$ cat src/rtl/mem_access_pkg.sv
// rtl/mem_access_pkg.sv - funct3 codes, FSM state encoding and access legality check
package mem_access_pkg;

    // Load encodings of funct3
    localparam logic [2:0] LB  = 3'b000;
    localparam logic [2:0] LH  = 3'b001;
    localparam logic [2:0] LW  = 3'b010;
    localparam logic [2:0] LBU = 3'b100;
    localparam logic [2:0] LHU = 3'b101;

    // Store encodings share the low codes with the signed loads
    localparam logic [2:0] SB  = 3'b000;
    localparam logic [2:0] SH  = 3'b001;
    localparam logic [2:0] SW  = 3'b010;

    typedef enum logic [1:0] {
        ST_IDLE = 2'd0,
        ST_REQ  = 2'd1,
        ST_DONE = 2'd2
    } state_t;

    // True when funct3 is defined for the access type and addr is naturally aligned
    function automatic logic access_legal(input logic is_store,
                                          input logic [2:0] f3,
                                          input logic [1:0] lo);
        logic ok;
        ok = 1'b0;
        if (is_store) begin
            case (f3)
                SB:      ok = 1'b1;
                SH:      ok = ~lo[0];
                SW:      ok = (lo == 2'b00);
                default: ok = 1'b0;
            endcase
        end else begin
            case (f3)
                LB, LBU: ok = 1'b1;
                LH, LHU: ok = ~lo[0];
                LW:      ok = (lo == 2'b00);
                default: ok = 1'b0;
            endcase
        end
        return ok;
    endfunction

endpackage

$ cat src/rtl/mem_align.sv
// rtl/mem_align.sv - byte-lane enables, store replication and load extension
module mem_align
    import mem_access_pkg::*;
(
    input  logic [2:0]  funct3,
    input  logic [1:0]  addr,
    input  logic [31:0] wdata,
    input  logic [31:0] mem_rdata,
    output logic [3:0]  be,
    output logic [31:0] wdata_rep,
    output logic [31:0] rdata_ext
);

    logic [7:0]  lane_b;
    logic [15:0] lane_h;

    // Select the addressed lane, then mask/replicate/extend by access width
    always_comb begin
        be        = 4'b0000;
        wdata_rep = 32'h0;
        rdata_ext = 32'h0;

        case (addr)
            2'd0:    lane_b = mem_rdata[7:0];
            2'd1:    lane_b = mem_rdata[15:8];
            2'd2:    lane_b = mem_rdata[23:16];
            default: lane_b = mem_rdata[31:24];
        endcase
        lane_h = addr[1] ? mem_rdata[31:16] : mem_rdata[15:0];

        // SB/SH/SW decode through the LB/LH/LW items since the codes coincide
        case (funct3)
            LB: begin
                be        = 4'b0001 << addr;
                wdata_rep = {4{wdata[7:0]}};
                rdata_ext = {{24{lane_b[7]}}, lane_b};
            end
            LBU: begin
                be        = 4'b0001 << addr;
                wdata_rep = {4{wdata[7:0]}};
                rdata_ext = {24'h0, lane_b};
            end
            LH: begin
                be        = 4'b0011 << {addr[1], 1'b0};
                wdata_rep = {2{wdata[15:0]}};
                rdata_ext = {{16{lane_h[15]}}, lane_h};
            end
            LHU: begin
                be        = 4'b0011 << {addr[1], 1'b0};
                wdata_rep = {2{wdata[15:0]}};
                rdata_ext = {16'h0, lane_h};
            end
            LW: begin
                be        = 4'b1111;
                wdata_rep = wdata;
                rdata_ext = mem_rdata;
            end
            default: begin
                be        = 4'b0000;
                wdata_rep = 32'h0;
                rdata_ext = 32'h0;
            end
        endcase
    end

endmodule

$ cat src/rtl/mem_access_unit.sv
// rtl/mem_access_unit.sv - load/store sequencer with alignment check and ack timeout
module mem_access_unit
    import mem_access_pkg::*;
#(
    parameter int ACK_TIMEOUT = 16
)
(
    input  logic        CLK,
    input  logic        RST,
    input  logic        start,
    input  logic        we,
    input  logic [2:0]  funct3,
    input  logic [31:0] addr,
    input  logic [31:0] wdata,
    output logic        busy,
    output logic        done,
    output logic [31:0] rdata,
    output logic        err_misalign,
    output logic        err_timeout,
    output logic        mem_req,
    output logic        mem_we,
    output logic [31:0] mem_addr,
    output logic [3:0]  mem_be,
    output logic [31:0] mem_wdata,
    input  logic        mem_ack,
    input  logic [31:0] mem_rdata
);

    localparam int CW = (ACK_TIMEOUT > 1) ? $clog2(ACK_TIMEOUT) : 1;
    localparam logic [CW-1:0] CNT_LAST = CW'(ACK_TIMEOUT - 1);

    state_t        state;
    state_t        state_next;

    logic          lat_we;
    logic [2:0]    lat_funct3;
    logic [31:0]   lat_addr;
    logic [31:0]   lat_wdata;
    logic [CW-1:0] cnt;

    logic          req_legal;
    logic          cnt_expired;
    logic [3:0]    al_be;
    logic [31:0]   al_wdata_rep;
    logic [31:0]   al_rdata_ext;

    // Lane steering works from the latched request so the bus stays stable in REQ
    mem_align u_align (
        .funct3    (lat_funct3),
        .addr      (lat_addr[1:0]),
        .wdata     (lat_wdata),
        .mem_rdata (mem_rdata),
        .be        (al_be),
        .wdata_rep (al_wdata_rep),
        .rdata_ext (al_rdata_ext)
    );

    assign req_legal   = access_legal(we, funct3, addr[1:0]);
    assign cnt_expired = (cnt == CNT_LAST);

    // Bus outputs only carry a request while in REQ; rejected accesses never reach memory
    assign mem_addr  = {lat_addr[31:2], 2'b00};
    assign mem_we    = mem_req & lat_we;
    assign mem_be    = mem_req ? al_be : 4'b0000;
    assign mem_wdata = mem_we ? al_wdata_rep : 32'h0;

    // State register
    always_ff @(posedge CLK) begin
        if (RST) begin
            state <= ST_IDLE;
        end else begin
            state <= state_next;
        end
    end

    // Next-state and per-state control outputs; an ack on the last count cycle beats the timeout
    always_comb begin
        state_next = state;
        busy       = 1'b0;
        done       = 1'b0;
        mem_req    = 1'b0;
        case (state)
            ST_IDLE: begin
                if (start) begin
                    state_next = req_legal ? ST_REQ : ST_DONE;
                end
            end
            ST_REQ: begin
                busy    = 1'b1;
                mem_req = 1'b1;
                if (mem_ack || cnt_expired) begin
                    state_next = ST_DONE;
                end
            end
            ST_DONE: begin
                busy       = 1'b1;
                done       = 1'b1;
                state_next = ST_IDLE;
            end
            default: begin
                state_next = ST_IDLE;
            end
        endcase
    end

    // Request latch, result/error capture and the REQ-cycle counter
    always_ff @(posedge CLK) begin
        if (RST) begin
            lat_we       <= 1'b0;
            lat_funct3   <= 3'b000;
            lat_addr     <= 32'h0;
            lat_wdata    <= 32'h0;
            cnt          <= '0;
            rdata        <= 32'h0;
            err_misalign <= 1'b0;
            err_timeout  <= 1'b0;
        end else begin
            case (state)
                ST_IDLE: begin
                    if (start) begin
                        lat_we       <= we;
                        lat_funct3   <= funct3;
                        lat_addr     <= addr;
                        lat_wdata    <= wdata;
                        err_misalign <= ~req_legal;
                        err_timeout  <= 1'b0;
                        rdata        <= 32'h0;
                        cnt          <= '0;
                    end
                end
                ST_REQ: begin
                    if (mem_ack) begin
                        if (!lat_we) begin
                            rdata <= al_rdata_ext;
                        end
                        cnt <= '0;
                    end else if (cnt_expired) begin
                        err_timeout <= 1'b1;
                        cnt         <= '0;
                    end else begin
                        cnt <= cnt + CW'(1);
                    end
                end
                default: begin
                    cnt <= '0;
                end
            endcase
        end
    end

endmodule

$ cat config.mk
export PLATFORM = sky130hd
export DESIGN_NAME = mem_access_unit
export DESIGN_NICKNAME = d
export VERILOG_FILES = /design/src/rtl/mem_access_pkg.sv /design/src/rtl/mem_align.sv /design/src/rtl/mem_access_unit.sv
export SDC_FILE = /design/constraint.sdc
export NUM_CORES = 1
export LEC_CHECK = 0
export ABC_AREA = 1
export CORE_MARGIN = 2
export CORE_UTILIZATION = 40
export CTS_CLUSTER_SIZE = 16
export DETAILED_ROUTE_END_ITERATION = 10
export PLACE_DENSITY = 0.8
export SLEW_MARGIN = 0
export SYNTH_ARGS = -nofsm -noshare
export SYNTH_HDL_FRONTEND = slang
export SYNTH_HIERARCHICAL = 1
export SYNTH_SLANG_ARGS = --single-unit
$ cat constraint.sdc
create_clock -name CLK -period 1.5 [get_ports CLK]
set_input_delay 0.15 -clock CLK [delete_from_list [all_inputs] [get_ports CLK]]
set_output_delay 0.15 -clock CLK [all_outputs]
set_load 0.02 [all_outputs]
# After elaboration in Yosys (flattened, before gate mapping)
# Cells that the tools add are included.
[word_totals]
regBits = 108
in_bits = 104
output_inout_bits = 106
wordCells = 79
[op_classes]
addsub = 1
eq_ne = 19
shift = 2
mux = 29
bitwise_logic = 3
n_reduce_logical = 16
[op_table]
columns = ["cell", "count"]
rows = [
  ["32-bit case mux with 5 select lines", 1],
  ["32-bit 2-to-1 mux", 4],
  ["32-bit case mux with 3 select lines", 1],
  ["32-bit case mux with 2 select lines", 1],
  ["8-bit case mux with 3 select lines", 1],
  ["16-bit 2-to-1 mux", 1],
  ["4-bit 2-to-1 mux", 4],
  ["3-bit == test, second input constant", 4],
  ["2-bit != test, second input constant", 6],
  ["4-bit case mux with 3 select lines", 1],
  ["2-bit OR reduction", 5],
  ["4-bit case mux with 2 select lines", 1],
  ["4-bit AND reduction", 2],
  ["1-bit 2-to-1 mux", 7],
  ["3-bit by 1-bit == test with 1-bit output, second input constant", 2],
  ["3-bit by 2-bit == test with 1-bit output, second input constant", 2],
  ["2-bit logical NOT", 3],
  ["3-bit logical NOT", 2],
  ["2-bit 2-to-1 mux", 3],
  ["1-bit case mux with 3 select lines", 2],
  ["4-bit by 1-bit adder with 4-bit output, second input constant", 1],
  ["2-bit by 1-bit == test with 1-bit output, second input constant", 2],
  ["2-bit == test, second input constant", 2],
  ["4-bit == test, second input constant", 1],
  ["other kinds (9)", 11],
]

# Logic depth before layout (Yosys ltp)
# Gate-level depths: netlist (run 1).
[depth]
word_depth = 7
mapped_depth = 13
depth_no_buf = 11

# Modules after synthesis
# The synthesis (run 1) kept the hierarchy.
[by_module_without_submodules]
columns = ["mod", "instances", "cells_per_inst", "area_per_inst_um2", "seq_area_each_um2"]
rows = [
  ["mem_access_unit", 1, 674, 4600.7, 2162.1],
  ["mem_align", 1, 313, 1355.0, 0.0],
]

# Least setup slack after synthesis (run 1)
# Ideal clock, no wire load.
[synth_path]
kind = "register -> register"
startpoint = "register state[1]"
endpoint = "register rdata[12]"
setup_ns = 0.113
t_arrival_ns = 1.580
setup_slack_ns = -0.193
stages_incl_launch_ff = 10
period_less_slack_ns = 1.693
cell_sequence = "dfxtp_1 -> inv_1 -> ha_1 -> nand2_1 -> o21ai_1 -> nor3_4 -> buf_2 -> nand2_1 -> nand2_1 -> nor2_1"
[synth_between]
elab_chain_cells = 3
[synth_lines]
columns = ["element", "line_no", "rtl"]
rows = [
  ["from (decl)", "mem_access_unit.sv:32", "state_t state;"],
  ["from (signal assigned)", "mem_access_unit.sv:72", "state <= state_next;"],
  ["2-bit by 1-bit == test with 1-bit output / 2-bit logical NOT (equally long branches)", "mem_access_unit.sv:118", "case (state)"],
  ["2-bit != test (no source line) / 2-bit nonzero test (equally long branches)", "n/a", ""],
  ["4-bit AND reduction (no source line)", "n/a", ""],
  ["to (signal assigned)", "mem_access_unit.sv:134", "rdata <= al_rdata_ext;"],
  ["to (decl)", "mem_access_unit.sv:17", "output logic [31:0] rdata,"],
]
# Parallel ways exist; a longest one is shown, timed or not.
# A chain may end at the register's enable or synchronous reset.

# Final worst setup path (run 1)
[layout_path]
startpoint = "register lat_funct3[1]"
endpoint = "output port mem_wdata[29]"
[layout_between]
elab_chain_cells = 4
[layout_lines]
columns = ["element", "line_no", "rtl"]
rows = [
  ["from (decl)", "mem_access_unit.sv:36", "logic [2:0] lat_funct3;"],
  ["from (signal assigned)", "mem_access_unit.sv:122", "lat_funct3 <= funct3;"],
  ["3-bit by 1-bit == test with 1-bit output (tied with other cells)", "mem_align.sv:32", "case (funct3)"],
  ["2-bit OR reduction (no source line)", "n/a", ""],
  ["32-bit case mux with 3 select lines *", "mem_align.sv:32", ""],
  ["via al_wdata_rep[29]", "mem_access_unit.sv:44", "logic [31:0] al_wdata_rep;"],
  ["32-bit 2-to-1 mux *", "mem_access_unit.sv:65", "assign mem_wdata = mem_we ? al_wdata_rep : 32'h0;"],
  ["to (decl)", "mem_access_unit.sv:24", "output logic [31:0] mem_wdata,"],
]
# Mark *: on every way through the listed nets, which the timed path passes. The rest lies on a longest branch.

==> metrics.md, run 1 <==
| Metric | Value |
|---|---|
| Global route overflow | 0 |
| Final HPWL DP | 13400 um |
| CP Cell Sequence | nor2_4, buf_6, buf_6, nand2_1, o211ai_1, inv_1, nor2_1, buf_4 |
| Slowest stage delay, CP | 390 ps |
| Critical path peak fanout | 5 |
| Status | finished, violations left |
| TritonCTS clock tree | built |
| Clk_lat worst skew | 350 ps |
| Via-per-instance ratio | 4.94 |
| # setup viols final | 68 |
| Hold crit path type | primary input to flop |
| Gp weighted congestion | 0.891 |
| Initial antenna violation count | 0 |
| Failing checks | setup timing |
| Crit path kind | flop to output pin |
| Slew Limit Fails | 0 |
| WL final | 21000 um |
| Crit path capture type | output pin |
| Syn Inst Count | 987 |
| Pwr/cell area | 981 nW/um^2 |
| First-pass GRT wire length | 29900 um |
| Cell area after synthesis | 5960 um^2 |
| Area growth, synth to finish | 62.1% |
| Sequential-to-total area share from yosys stat | 0.363 |
| Sink Count | 108 |
| Starting Density | 0.410 |
| Fin util | 0.664 |
| Ports | 210 |
| Peak VDD IR | 0.573 mV |
| Num rows | 44 |
| Number of diodes | 0 |
| Setup slack, reg-to-reg | -260 ps |
| Largest net degree at the start of global routing | 65 |
| Commonest non-fill, non-tap cells in the layout | 223 x nand2_1, 217 x nor2_1, 160 x clkdlybuf4s50_1, 102 x dfxtp_1, 70 x inv_1 |
| Vias in the first global route | 6204 |
| Leading area contributor after synthesis | dfxtp_1 |
| Tmin final | 1760 ps |
| Hold_ws | 382 ps |
| Remaining antenna violation count after routing | 0 |
| Total number of vias | 6910 |
| R2R Path Start | lat_funct3[1] |
| Crit share post-route | 1.17 |
| Mean Syn Cell Area | 6.03 um^2 |
| CTS Hold Buffers Added | 0 |
| Worst hold endpoint | state[1] |
| Full die area | 15900 um^2 |
| Placed Instances | 1358 |
| Die Height | 126 um |
| Final WS setup | -260 ps |
| Max-Cap Viols | 0 |
| Synth warn | 6 |
| Htree depth | 3 |
| Final Hold Fails | 0 |
| Most common cell on crit path | buf_6 |
| Clk slew on worst S/H paths | 70 ps |
| Leakage power | 4.54 nW |
| Netlist cell types | 28 |
| Fmax | 568 MHz |
| Delay-heaviest family, CP | buffers and inverters |
| Nets | 1319 |
| Core ar. | 14500 um^2 |
| Clock buffer depth | 2 |
| Port Buffers | 207 |
| WP buf/inv | 4 |
| GRT Resource Usage Total | 0.229 |
| Area share of the largest cell type after synthesis | 0.363 |
| Num CTS Buffers | 9 |
| First-pass detailed-route iteration total | 5 |
| Unrepaired setup endpoints after global routing | yes |
| Hold Crit Start | RST |
| DRC viols | 0 |
| Register-to-Register Path Depth | 13 |
| Iteration-0 DRC Markers | 579 |
| Die width | 126 um |
| Number of synthesized register bits | 108 |
| Commonest non-fill, non-tap cell in the layout | nand2_1 |
| Arrival time worst endpoint | 1610 ps |
| Finished Layout Cells | 1400 |
| WP data required | 1350 ps |
| Skew final | 4.98 ps |
| Filler Cells Inserted | 1251 |
| CTS Root Cell | clkbuf_16 |
| Area contributors post-synth | dfxtp_1 36%, nand2_1 18%, nor2_1 15% |
| Hold Path Cell Cnt | 2 |
| Slowest CP cell | dfxtp_4 |
| Layout cells sized above 1 | 0.237 |
| Critical path startpoint category | flop |
| WL/cell | 15.0 um |
| R2R Path End | rdata[8] |
## cell type report
| class | instances | area, um^2 | share of cell area |
|---|---|---|---|
| clock buffer | 11 | 243 | 0.0251 |
| clock inverter | 5 | 35.0 | 0.00363 |
| inverter | 99 | 404 | 0.0419 |
| multi-input combinational | 696 | 3390 | 0.351 |
| sequential | 108 | 2170 | 0.225 |
| tap | 184 | 230 | 0.0238 |
| timing repair buffer | 297 | 3180 | 0.329 |
## report_power, final
| group | internal (mW) | switching (mW) |
|---|---|---|
| clock | 1.18 | 1.11 |
| combinational | 1.76 | 1.99 |
| sequential | 3.20 | 0.236 |
| total | 6.14 | 3.33 |
## flip-flops by register name (all words and copies together) (netlist names)
register      cells
err_timeout       1
err_misalign      1
state             2
lat_funct3        3
cnt               4
lat_addr         32
lat_wdata        32
lat_we            1
rdata            32
## logic make-up after synthesis
| family | after synthesis | share of synthesized area |
|---|---|---|
| compound gates | 118 | 0.101 |
| simple gates | 570 | 0.377 |
| other cells | 1 | 0.000630 |
| fa+ha+maj | 4 | 0.00840 |
| flops | 108 | 0.363 |
| xor+xnor | 2 | 0.00294 |
| buf+inv | 184 | 0.147 |
## worst max path at each step
stage / end / start / cells past startpoint
5_1_grt: rdata[11] / lat_funct3[1] / 13
3_5_place_dp: mem_wdata[13] / lat_funct3[1] / 7
2_1_floorplan: mem_wdata[13] / lat_funct3[0] / 8
4_1_cts: mem_wdata[31] / lat_funct3[0] / 9
6_report: mem_wdata[29] / lat_funct3[1] / 8
3_3_place_gp: mem_wdata[28] / lat_funct3[1] / 8
## synth_stat cells
cell type    n
nand3_2      4
buf_6        4
nor2_1     244
conb_1       1
dfxtp_1    108
nand4_1      2
o21ai_1     22
o211ai_1     3
inv_1       94
nor3_1       2
nand2_2      2
nand2_1    281
buf_2       18
nand3_1     31
o21ai_0     68
clkbuf_1    25
xor2_1       1
buf_1        3
a31oi_1      1
xnor2_1      1
and3_1       1
buf_4       35
nor3_4       1
ha_1         4
a21oi_1     23
nor2_4       2
o31ai_1      1
inv_2        5
## metal layers
| layer | vias to the layer above | wire length, um | share of wire | global-route usage |
|---|---|---|---|---|
| met5 | - | 0 | 0 | 0 |
| met4 | 0 | 621 | 0.030 | 0.0685 |
| met3 | 57 | 1700 | 0.081 | 0.0455 |
| met2 | 319 | 10400 | 0.49 | 0.398 |
| met1 | 3102 | 8260 | 0.39 | 0.286 |
| li1 | 3432 | - | - | - |
## stage by stage
step	cell area, um^2	setup slack (ps)	setup TNS, ps	total power, mW
finish	9650	-260	-13350	9.47
global route	9650	-356	-18790	9.97
CTS	8930	-231	-11890	8.85
detailed placement	8410	-435	-19480	6.46
global placement	8410	-398	-16750	6.40
floorplan	6020	11.5	0	5.28
## what timing repair did
action,in CTS,in global routing
pin swaps,27,60
cloned,2,12
resized for setup,276,159
setup endpoints to repair,119,151
setup buffers,7,8
No activity file was read; power rests on OpenSTA's default activity.
==> run 2: changes to the inputs <==
Settings changed: CAP_MARGIN from default to 20.
==> results of run 2 <==
Same layout as run 1: the final DEF is identical, and so are final timing and power.
